[src/rtl/mem_bank_pkg.sv]
// Shared definitions for the byte-lane memory bank controller:
// FSM state encodings and the fill-pattern helper.
package mem_bank_pkg;

    // Controller states, kept as plain constants for legacy tool flows
    localparam logic [0:0] ST_INIT = 1'b0;
    localparam logic [0:0] ST_IDLE = 1'b1;

    // Fill pattern: each byte holds the low 8 bits of its own byte address,
    // i.e. word_idx * lanes + lane.
    function automatic logic [7:0] init_byte(
        input logic [31:0] word_idx,
        input logic [31:0] lane,
        input logic [31:0] lanes
    );
        logic [31:0] w_byte_addr;
        w_byte_addr = (word_idx * lanes) + lane;
        return w_byte_addr[7:0];
    endfunction

endpackage

[src/rtl/mem_bank_ram.sv]
// Single-port RAM with per-byte write enables and a registered, read-first
// synchronous read port. The array itself is never reset; only the read
// data register is cleared so the visible output starts at zero.
module mem_bank_ram #(
    parameter int DATA_W = 32,
    parameter int ADDR_W = 6
) (
    input  logic                  clk,
    input  logic                  rst_n,
    input  logic [DATA_W/8-1:0]   i_we,
    input  logic                  i_re,
    input  logic [ADDR_W-1:0]     i_addr,
    input  logic [DATA_W-1:0]     i_wdata,
    output logic [DATA_W-1:0]     o_rdata
);

    localparam int LANES = DATA_W / 8;
    localparam int DEPTH = 1 << ADDR_W;

    logic [DATA_W-1:0] r_mem [DEPTH];
    logic [DATA_W-1:0] r_rdata;

    // Byte-lane write into the array; untouched lanes keep their contents
    always_ff @(posedge clk) begin
        for (int b = 0; b < LANES; b++) begin
            if (i_we[b]) begin
                r_mem[i_addr][8*b +: 8] <= i_wdata[8*b +: 8];
            end
        end
    end

    // Read register: samples the pre-write word, so a same-cycle write is not seen
    always_ff @(posedge clk or negedge rst_n) begin
        if (!rst_n) begin
            r_rdata <= '0;
        end else if (i_re) begin
            r_rdata <= r_mem[i_addr];
        end else begin
            r_rdata <= r_rdata;
        end
    end

    assign o_rdata = r_rdata;

endmodule

[src/rtl/mem_bank_ctrl.sv]
// Memory bank controller: runs the self-initialising fill after reset or on
// request, arbitrates host reads/writes onto the RAM, generates the read-valid
// pulse and drives the LED bank from a byte of the last word read.
module mem_bank_ctrl
    import mem_bank_pkg::*;
#(
    parameter int DATA_W = 32,
    parameter int ADDR_W = 6,
    localparam int LANES = DATA_W / 8,
    localparam int SEL_W = (LANES > 1) ? $clog2(LANES) : 1
) (
    input  logic                Clk,
    input  logic                Rst_n,
    input  logic [ADDR_W-1:0]   Mem_Addr,
    input  logic                Mem_Write,
    input  logic [LANES-1:0]    Byte_En,
    input  logic [DATA_W-1:0]   Mem_WData,
    input  logic                Mem_Read,
    input  logic                Init_Start,
    input  logic [SEL_W-1:0]    Sel,
    output logic [DATA_W-1:0]   Mem_RData,
    output logic                Mem_Valid,
    output logic                Busy,
    output logic [7:0]          LED
);

    localparam logic [ADDR_W-1:0] PTR_LAST  = '1;
    localparam logic [SEL_W:0]    LANES_CMP = (SEL_W + 1)'(LANES);

    logic [0:0]        r_state;
    logic [ADDR_W-1:0] r_ptr;
    logic              r_busy;
    logic              r_valid;
    logic [DATA_W-1:0] r_disp;

    logic [DATA_W-1:0] w_init_word;
    logic [LANES-1:0]  w_ram_we;
    logic              w_ram_re;
    logic [ADDR_W-1:0] w_ram_addr;
    logic [DATA_W-1:0] w_ram_wdata;
    logic [DATA_W-1:0] w_ram_rdata;
    logic [SEL_W-1:0]  w_lane;
    logic [7:0]        w_led;

    // Fill word for the current pointer: every byte holds its own byte address
    always_comb begin
        w_init_word = '0;
        for (int b = 0; b < LANES; b++) begin
            w_init_word[8*b +: 8] = init_byte(32'(r_ptr), 32'(b), 32'(LANES));
        end
    end

    // RAM port mux: the fill engine owns the port in INIT; a restart request
    // in IDLE swallows any host access issued in the same cycle
    always_comb begin
        w_ram_we    = '0;
        w_ram_re    = 1'b0;
        w_ram_addr  = Mem_Addr;
        w_ram_wdata = Mem_WData;
        if (r_state == ST_INIT) begin
            w_ram_we    = '1;
            w_ram_addr  = r_ptr;
            w_ram_wdata = w_init_word;
        end else if (Init_Start) begin
            w_ram_we = '0;
            w_ram_re = 1'b0;
        end else begin
            w_ram_we = Mem_Write ? Byte_En : '0;
            w_ram_re = Mem_Read;
        end
    end

    mem_bank_ram #(
        .DATA_W (DATA_W),
        .ADDR_W (ADDR_W)
    ) u_ram (
        .clk     (Clk),
        .rst_n   (Rst_n),
        .i_we    (w_ram_we),
        .i_re    (w_ram_re),
        .i_addr  (w_ram_addr),
        .i_wdata (w_ram_wdata),
        .o_rdata (w_ram_rdata)
    );

    // Fill FSM, pointer, busy flag and read-valid pulse
    always_ff @(posedge Clk or negedge Rst_n) begin
        if (!Rst_n) begin
            r_state <= ST_INIT;
            r_ptr   <= '0;
            r_busy  <= 1'b1;
            r_valid <= 1'b0;
        end else begin
            r_valid <= w_ram_re;
            case (r_state)
                ST_INIT: begin
                    r_ptr <= r_ptr + ADDR_W'(1);
                    if (r_ptr == PTR_LAST) begin
                        r_state <= ST_IDLE;
                        r_busy  <= 1'b0;
                    end else begin
                        r_state <= ST_INIT;
                        r_busy  <= 1'b1;
                    end
                end
                ST_IDLE: begin
                    if (Init_Start) begin
                        r_state <= ST_INIT;
                        r_ptr   <= '0;
                        r_busy  <= 1'b1;
                    end else begin
                        r_state <= ST_IDLE;
                        r_ptr   <= r_ptr;
                        r_busy  <= 1'b0;
                    end
                end
                default: begin
                    r_state <= ST_INIT;
                    r_ptr   <= '0;
                    r_busy  <= 1'b1;
                end
            endcase
        end
    end

    // Display register captures the read word on the cycle it is presented
    always_ff @(posedge Clk or negedge Rst_n) begin
        if (!Rst_n) begin
            r_disp <= '0;
        end else if (r_valid) begin
            r_disp <= w_ram_rdata;
        end else begin
            r_disp <= r_disp;
        end
    end

    // LED lane select; out-of-range selects fall back to lane 0
    always_comb begin
        w_lane = '0;
        if ({1'b0, Sel} < LANES_CMP) begin
            w_lane = Sel;
        end else begin
            w_lane = '0;
        end
        w_led = r_disp[{w_lane, 3'b000} +: 8];
    end

    assign Mem_RData = w_ram_rdata;
    assign Mem_Valid = r_valid;
    assign Busy      = r_busy;
    assign LED       = w_led;

endmodule

[config.mk]
export PLATFORM = sky130hd
export DESIGN_NAME = mem_bank_ctrl
export DESIGN_NICKNAME = d
export VERILOG_FILES = /design/src/rtl/mem_bank_pkg.sv /design/src/rtl/mem_bank_ram.sv /design/src/rtl/mem_bank_ctrl.sv
export SDC_FILE = /design/constraint.sdc
export NUM_CORES = 2
export LEC_CHECK = 0
export CAP_MARGIN = 0
export CORE_ASPECT_RATIO = 2
export CORE_UTILIZATION = 30
export CTS_CLUSTER_DIAMETER = 80
export DETAILED_ROUTE_END_ITERATION = 7
export PLACE_DENSITY = 0.54
export SYNTH_ARGS = -nofsm -noshare
export SYNTH_HDL_FRONTEND = slang
export SYNTH_HIERARCHICAL = 1
export SYNTH_SLANG_ARGS = --single-unit
[constraint.sdc]
create_clock -name Clk -period 3.14 [get_ports Clk]
set_clock_uncertainty 0.1 [all_clocks]
set_input_delay 0.785 -clock Clk [delete_from_list [all_inputs] [get_ports Clk]]
set_output_delay 0.785 -clock Clk [all_outputs]
set_load 0.02 [all_outputs]
### Word level (Yosys, flattened, before mapping)

Memories as Yosys holds them, arrays and structs flattened. A register that Yosys moved wholly into a read port is not among the register bits.
Index checks and enable logic that the tools add are counted.

| cells by class | value |
|---|---|
| reductions and logical operators | 1 |
| add/sub/neg operators | 4 |
| shift operators | 1 |
| multiply operators | 0 |
| div/mod/pow operators | 0 |
| muxes and demuxes | 23 |
| bitwise gates (word level) | 1 |
| magnitude comparators | 0 |
| equality and inequality tests | 2 |

Operators by type and width:

| cell | count |
|---|---|
| $mux W32 | 1 |
| $shiftx A32 B6 Y8 | 1 |
| $add A8 B2 Y8 const B | 2 |
| $mux W1 | 14 |
| $mux W4 | 3 |
| $mux W6 | 2 |
| $pmux W6 S2 | 1 |
| $add A8 B1 Y8 const B | 1 |
| $add A6 B1 Y6 const B | 1 |
| $eq A6 B6 Y1 const B | 1 |
| $pmux W1 S2 | 2 |
| $ne A2 B2 Y1 const B | 1 |
| $logic_not A1 Y1 | 1 |
| $not A1 Y1 | 1 |

| word-level totals | value |
|---|---|
| register bits after elaboration | 41 |
| ROM bits | 0 |
| bits in latches | 0 |
| memories | 1 |
| memory bits (writable) | 2048 |
| word-level logic and storage cells | 38 |

Memory list:

| memory | depth | width | rd ports | clocked after memory_dff | write ports | line | source |
|---|---|---|---|---|---|---|---|
| u_ram.r_mem | 64 | 32 | 1 | 1 | 1 | mem_bank_ram.sv:20 | `logic [DATA_W-1:0] r_mem [DEPTH];` |

### Longest topological paths before layout

| depth | value |
|---|---|
| word-level depth | 5 |
| depth in mapped cells | 16 |

### Hierarchy

The synthesis kept the hierarchy.

Modules (own cells, without submodules):

| module | cells an instance | area an instance (um^2) | times used | sequential area each (um^2) |
|---|---|---|---|---|
| mem_bank_ram | 4470 | 80619.8 | 1 | 62299.8 |
| mem_bank_ctrl | 202 | 2193.4 | 1 | 1027.2 |

### Worst setup path after synthesis

Ideal clock, no wire load.

| timing | value |
|---|---|
| path kind | in2reg |
| start | input port Mem_Addr[2] |
| end | memory u_ram.r_mem[62][0] (enable) |
| setup slack | -72 ps |
| setup time | 370 ps |
| data required time | 2670 ps |
| arrival time | 2742 ps |
| stages on the path | 11 |
| cell sequence | nand2_1 -> nand2_1 -> buf_2 -> buf_4 -> buf_2 -> buf_4 -> buf_2 -> buf_4 -> buf_2 -> nand2_1 -> nor2_1 |

| on the way | value |
|---|---|
| word-level cells in the longest chain between the ends | 1 |

Ends and longest elaborated chain:

| what | line | source |
|---|---|---|
| start: declaration | mem_bank_ctrl.sv:14 | `input logic [ADDR_W-1:0] Mem_Addr,` |
| $mux W6 | mem_bank_ctrl.sv:60 | `if (r_state == ST_INIT) begin` |
| named net w_ram_addr[2] | mem_bank_ctrl.sv:39 | `logic [ADDR_W-1:0] w_ram_addr;` |
| end: declaration | mem_bank_ram.sv:20 |  |

The timed path passes the listed nets, and every way through them passes these cells.

### Worst setup path after layout

| timing | value |
|---|---|
| start | register r_state |
| end | register u_ram.r_rdata[13], in the netlist u_ram/o_rdata[13], read port of u_ram.r_mem |

| on the way | value |
|---|---|
| word-level cells in the longest chain between the ends | 1 |
| elaborated cells on any way between the ends | 2 |

Ends and longest elaborated chain:

| what | line | source |
|---|---|---|
| start: declaration | mem_bank_ctrl.sv:30 | `logic [0:0] r_state;` |
| start signal: assignment | mem_bank_ctrl.sv:89 | `r_state <= ST_INIT;` |
| start signal: assignment | mem_bank_ctrl.sv:99 | `r_state <= ST_IDLE;` |
| start signal: assignment | mem_bank_ctrl.sv:102 | `r_state <= ST_INIT;` |
| $mux W6 | mem_bank_ctrl.sv:60 |  |
| named net w_ram_addr[1] | mem_bank_ctrl.sv:39 |  |
| end: declaration | mem_bank_ram.sv:21 | `logic [DATA_W-1:0] r_rdata;` |

The timed path passes the listed nets, and every way through them passes these cells.
A chain may end at the register's enable or synchronous reset.

==> impl_metrics.py <==
metrics = {
    "synth": {
        "ys.flop_type": "edfxtp_1",
        "ys_types": 77,
        "yosysTopAreaCell": "edfxtp_1",
        "ys_ff_latch": 2121,
        "syn_area_um2": 82800,
        "synth_area_leaders": "edfxtp_1, mux4_2, mux2i_1",
        "synth_edf_count": 2048,
        "avgSynthCellArea_um2": 17.7,
        "yosysSeqAreaShare_pct": 76.5,
        "syn_nets": 4722,
        "async_reset_ff_share_pct": 3.44,
        "synthCells": 4672,
        "synth_top_cell_area_share_pct": 74.3,
        "yosysWarnings": 6,
    },
    "floorplanning": {
        "core_um2": 274000,
        "start_util_pct": 30.2,
        "fp-row-count": 272,
        "die_x_um": 374,
        "ioPinCount": 91,
        "die_height_um": 745,
        "dieArea_um2": 278000,
    },
    "worst_setup_path": {
        "end_kind": "flip-flop",
        "critical_path_required_ns": 3.75,
        "critPathMaxFanout": 13,
        "critPathLaunchType": "flip-flop",
        "reg2reg_from": "r_state",
        "worstSetupPathType": "reg2reg",
        "arrival_ns": 3.80,
        "rr_worst_depth": 11,
        "critical_path.startpoint": "r_state",
    },
    "drt": {
        "drt_iter0_markers": 5091,
        "drc_errors": 2,
        "firstDrtPassIters": 8,
        "vias": 51100,
        "post_drt_wl_per_cell_um": 32.3,
        "vias_per_cell": 5.37,
        "antenna_left": 0,
        "wl_mm": 307,
    },
    "sta": {
        "timing.final.crit_share_pct": 101,
        "setup_viol": 3,
        "finalCriticalPeriod_ns": 3.18,
        "rsz0062_at_grt": "true",
        "hold_violations": 0,
        "maxSlewHeadroom_pct": 48.5,
        "maxSlewViolCount": 0,
        "setup_slack_ns": -0.0441,
        "fmax_mhz": 314,
        "tightestPinTransition_ns": 0.773,
    },
    "cells_and_area": {
        "nets": 5867,
        "stdcell_area_um2": 105000,
        "syn2layout_area_growth_pct": 27.3,
        "fillers": 25200,
        "drive_gt1_share_pct": 34.7,
        "layout.cells.non_filler": 9515,
    },
    "clock_network": {
        "clock_latency_ns": 0.86,
        "cts_sinks": 2121,
        "cts_tree": "yes",
        "htreeDepth": 4,
        "cts_buffer_depth": 4,
        "cts_made_buffers": 178,
        "cts_root_buf": "clkbuf_16",
        "path_clk_slew_ns": 0.08,
    },
    "power_and_ir_drop": {
        "peakVddDrop_v": 0.000818,
        "power_leakage_nw": 35.5,
        "power.density_nw_per_um2": 1030,
    },
    "global_routing": {
        "track_usage_pct": 21.5,
        "antenna_found_initial": 10,
        "grt-ovfl-total": 0,
        "grt_pass1_vias": 52200,
        "grt_pass1_wl_mm": 419,
        "grt_max_degree": 65,
    },
    "placement": {
        "dpl-instance-area_um2": 97600,
        "port_buffers": 90,
        "finalWeightedCongestion": 0.915,
        "dp_hpwl_mm": 215,
        "dp_cells": 9126,
    },
    "hold_path": {
        "min-delay-path-class": "in2async",
    },
    "status": {
        "violations": "design-rule violations, negative setup slack",
        "status": "finished, violations left",
    },
    "flow_run": {
        "cap_violations": 0,
    },
}
[final timing paths]
check / endpoint / slack [ns]
max in group asynchronous: u_ram/o_rdata[31] / 1.95
worst min-delay path: r_disp[25] / 0.29
worst max register to register: u_ram/o_rdata[13] / -0.04
worst max-delay path: u_ram/o_rdata[13] / -0.04
min in group Clk: r_disp[20] / 0.41
worst min register to register: r_disp[20] / 0.41
[area by class of cell]
cell class                      instances  area [um2]  area share [%]
Multi-Input combinational cell       2213       19100            18.1
Clock buffer                          207        4610            4.37
Tap cell                             3562        4460            4.23
Timing Repair Buffer                 1296       12900            12.2
Inverter                                7        38.8          0.0368
Antenna cell                            7        17.5          0.0166
Clock inverter                        102         940           0.892
Sequential cell                      2121       63300            60.1
[per-stage QoR]
stage               setup slack (ns)  hold slack, ns  power, W  setup TNS [ns]  util, %
CTS                          -0.0590           0.265     0.107          -0.155     38.1
global route                 -0.0720           0.315     0.111          -0.389     38.4
finish                       -0.0441           0.293     0.109         -0.0857     38.4
floorplan                    -0.0720           0.352    0.0562          -20.16        -
detailed placement             -1.16           0.395    0.0830         -970.67     35.6
global placement               -1.13           0.387    0.0827         -943.35     35.6
[state kept, by name (all words and copies together), names as in the netlist]
name,cells
u_ram/r_mem,2048
r_disp,32
u_ram/o_rdata,32
r_ptr,6
Busy,1
Mem_Valid,1
r_state,1
[synth_stat cells (all sizes together) (38+ instances only)]
cell / instances
nand2: 202
mux4: 148
clkbuf: 123
a22oi: 139
a221o: 38
buf: 208
o21ai: 107
dfrtp: 72
a221oi: 254
edfxtp: 2048
a21oi: 107
mux2i: 243
mux2: 190
nor2: 379
o22ai: 101
[critical path, cell delays in order, from the launching register on]
cell and delay [ns]:
dfrtp_2 0.47, buf_4 0.16, nand2_2 0.07, nand2_4 0.09, buf_12 0.16, buf_4 0.16
nor2b_4 0.14, buf_12 0.17, a221o_1 0.37, a222oi_1 0.61, o2111ai_1 0.19, o32a_1 0.30
[cell families after synthesis]
family          count (synthesis)  synth area share, %
flops                        2121                 76.5
compound gates                932                 8.40
buf+inv                       338                 1.99
simple gates                  697                 3.56
mux                           581                 9.55
fa+ha+maj                       1               0.0151
xor+xnor                        2               0.0212
[repair_timing]
item / in CTS / in global routing
setup endpoints to repair: 350 / 239
endpoints found under the hold margin: 18 / 0
gates cloned: 9 / 2
pin swaps: 28 / 64
resized for setup: 181 / 163
hold buffers: 1 / 0
setup buffers: 39 / 27
[per-layer routing]
metal  vias up  global-route usage, %  part of all wire (%)
met5         -                      0                0.0042
li1      21300                      -                     -
met2      2377                   39.1                    52
met3       846                   2.77                   5.9
met4         2                   16.7                   9.0
met1     26600                   22.5                    34
[where the power goes]
group / switching (W) / leakage (nW) / internal [W] / total [W]
clock: 0.0104 / 2.67 / 0.0118 / 0.0222
combinational: 0.0298 / 13.7 / 0.0194 / 0.0491
sequential: 0.000882 / 19.2 / 0.0365 / 0.0374
total: 0.0410 / 35.5 / 0.0676 / 0.109
[cells in the final DEF, fill, tap and decap left out, drive strengths merged, types with 13 or more instances in the layout]
master | netlist | final
a22oi | 139 | 139
dfrtp | 72 | 72
nor2 | 379 | 379
bufinv | 0 | 15
and2 | 15 | 15
a22o | 32 | 32
a221oi | 254 | 254
nand2 | 202 | 202
a221o | 38 | 38
nand2b | 15 | 15
o22a | 16 | 16
o211ai | 22 | 22
mux4 | 148 | 148
clkdlybuf4s50 | 0 | 77
o2bb2ai | 17 | 17
a31oi | 18 | 18
edfxtp | 2048 | 2048
buf | 208 | 1202
clkinv | 3 | 65
a21oi | 107 | 107
mux2i | 243 | 243
clkbuf | 123 | 211
o32a | 17 | 17
o22ai | 101 | 101
nand3 | 18 | 18
mux2 | 190 | 190
o21ai | 107 | 107
inv | 4 | 13
clkinvlp | 0 | 16
No activity file was read; power rests on OpenSTA's default activity.
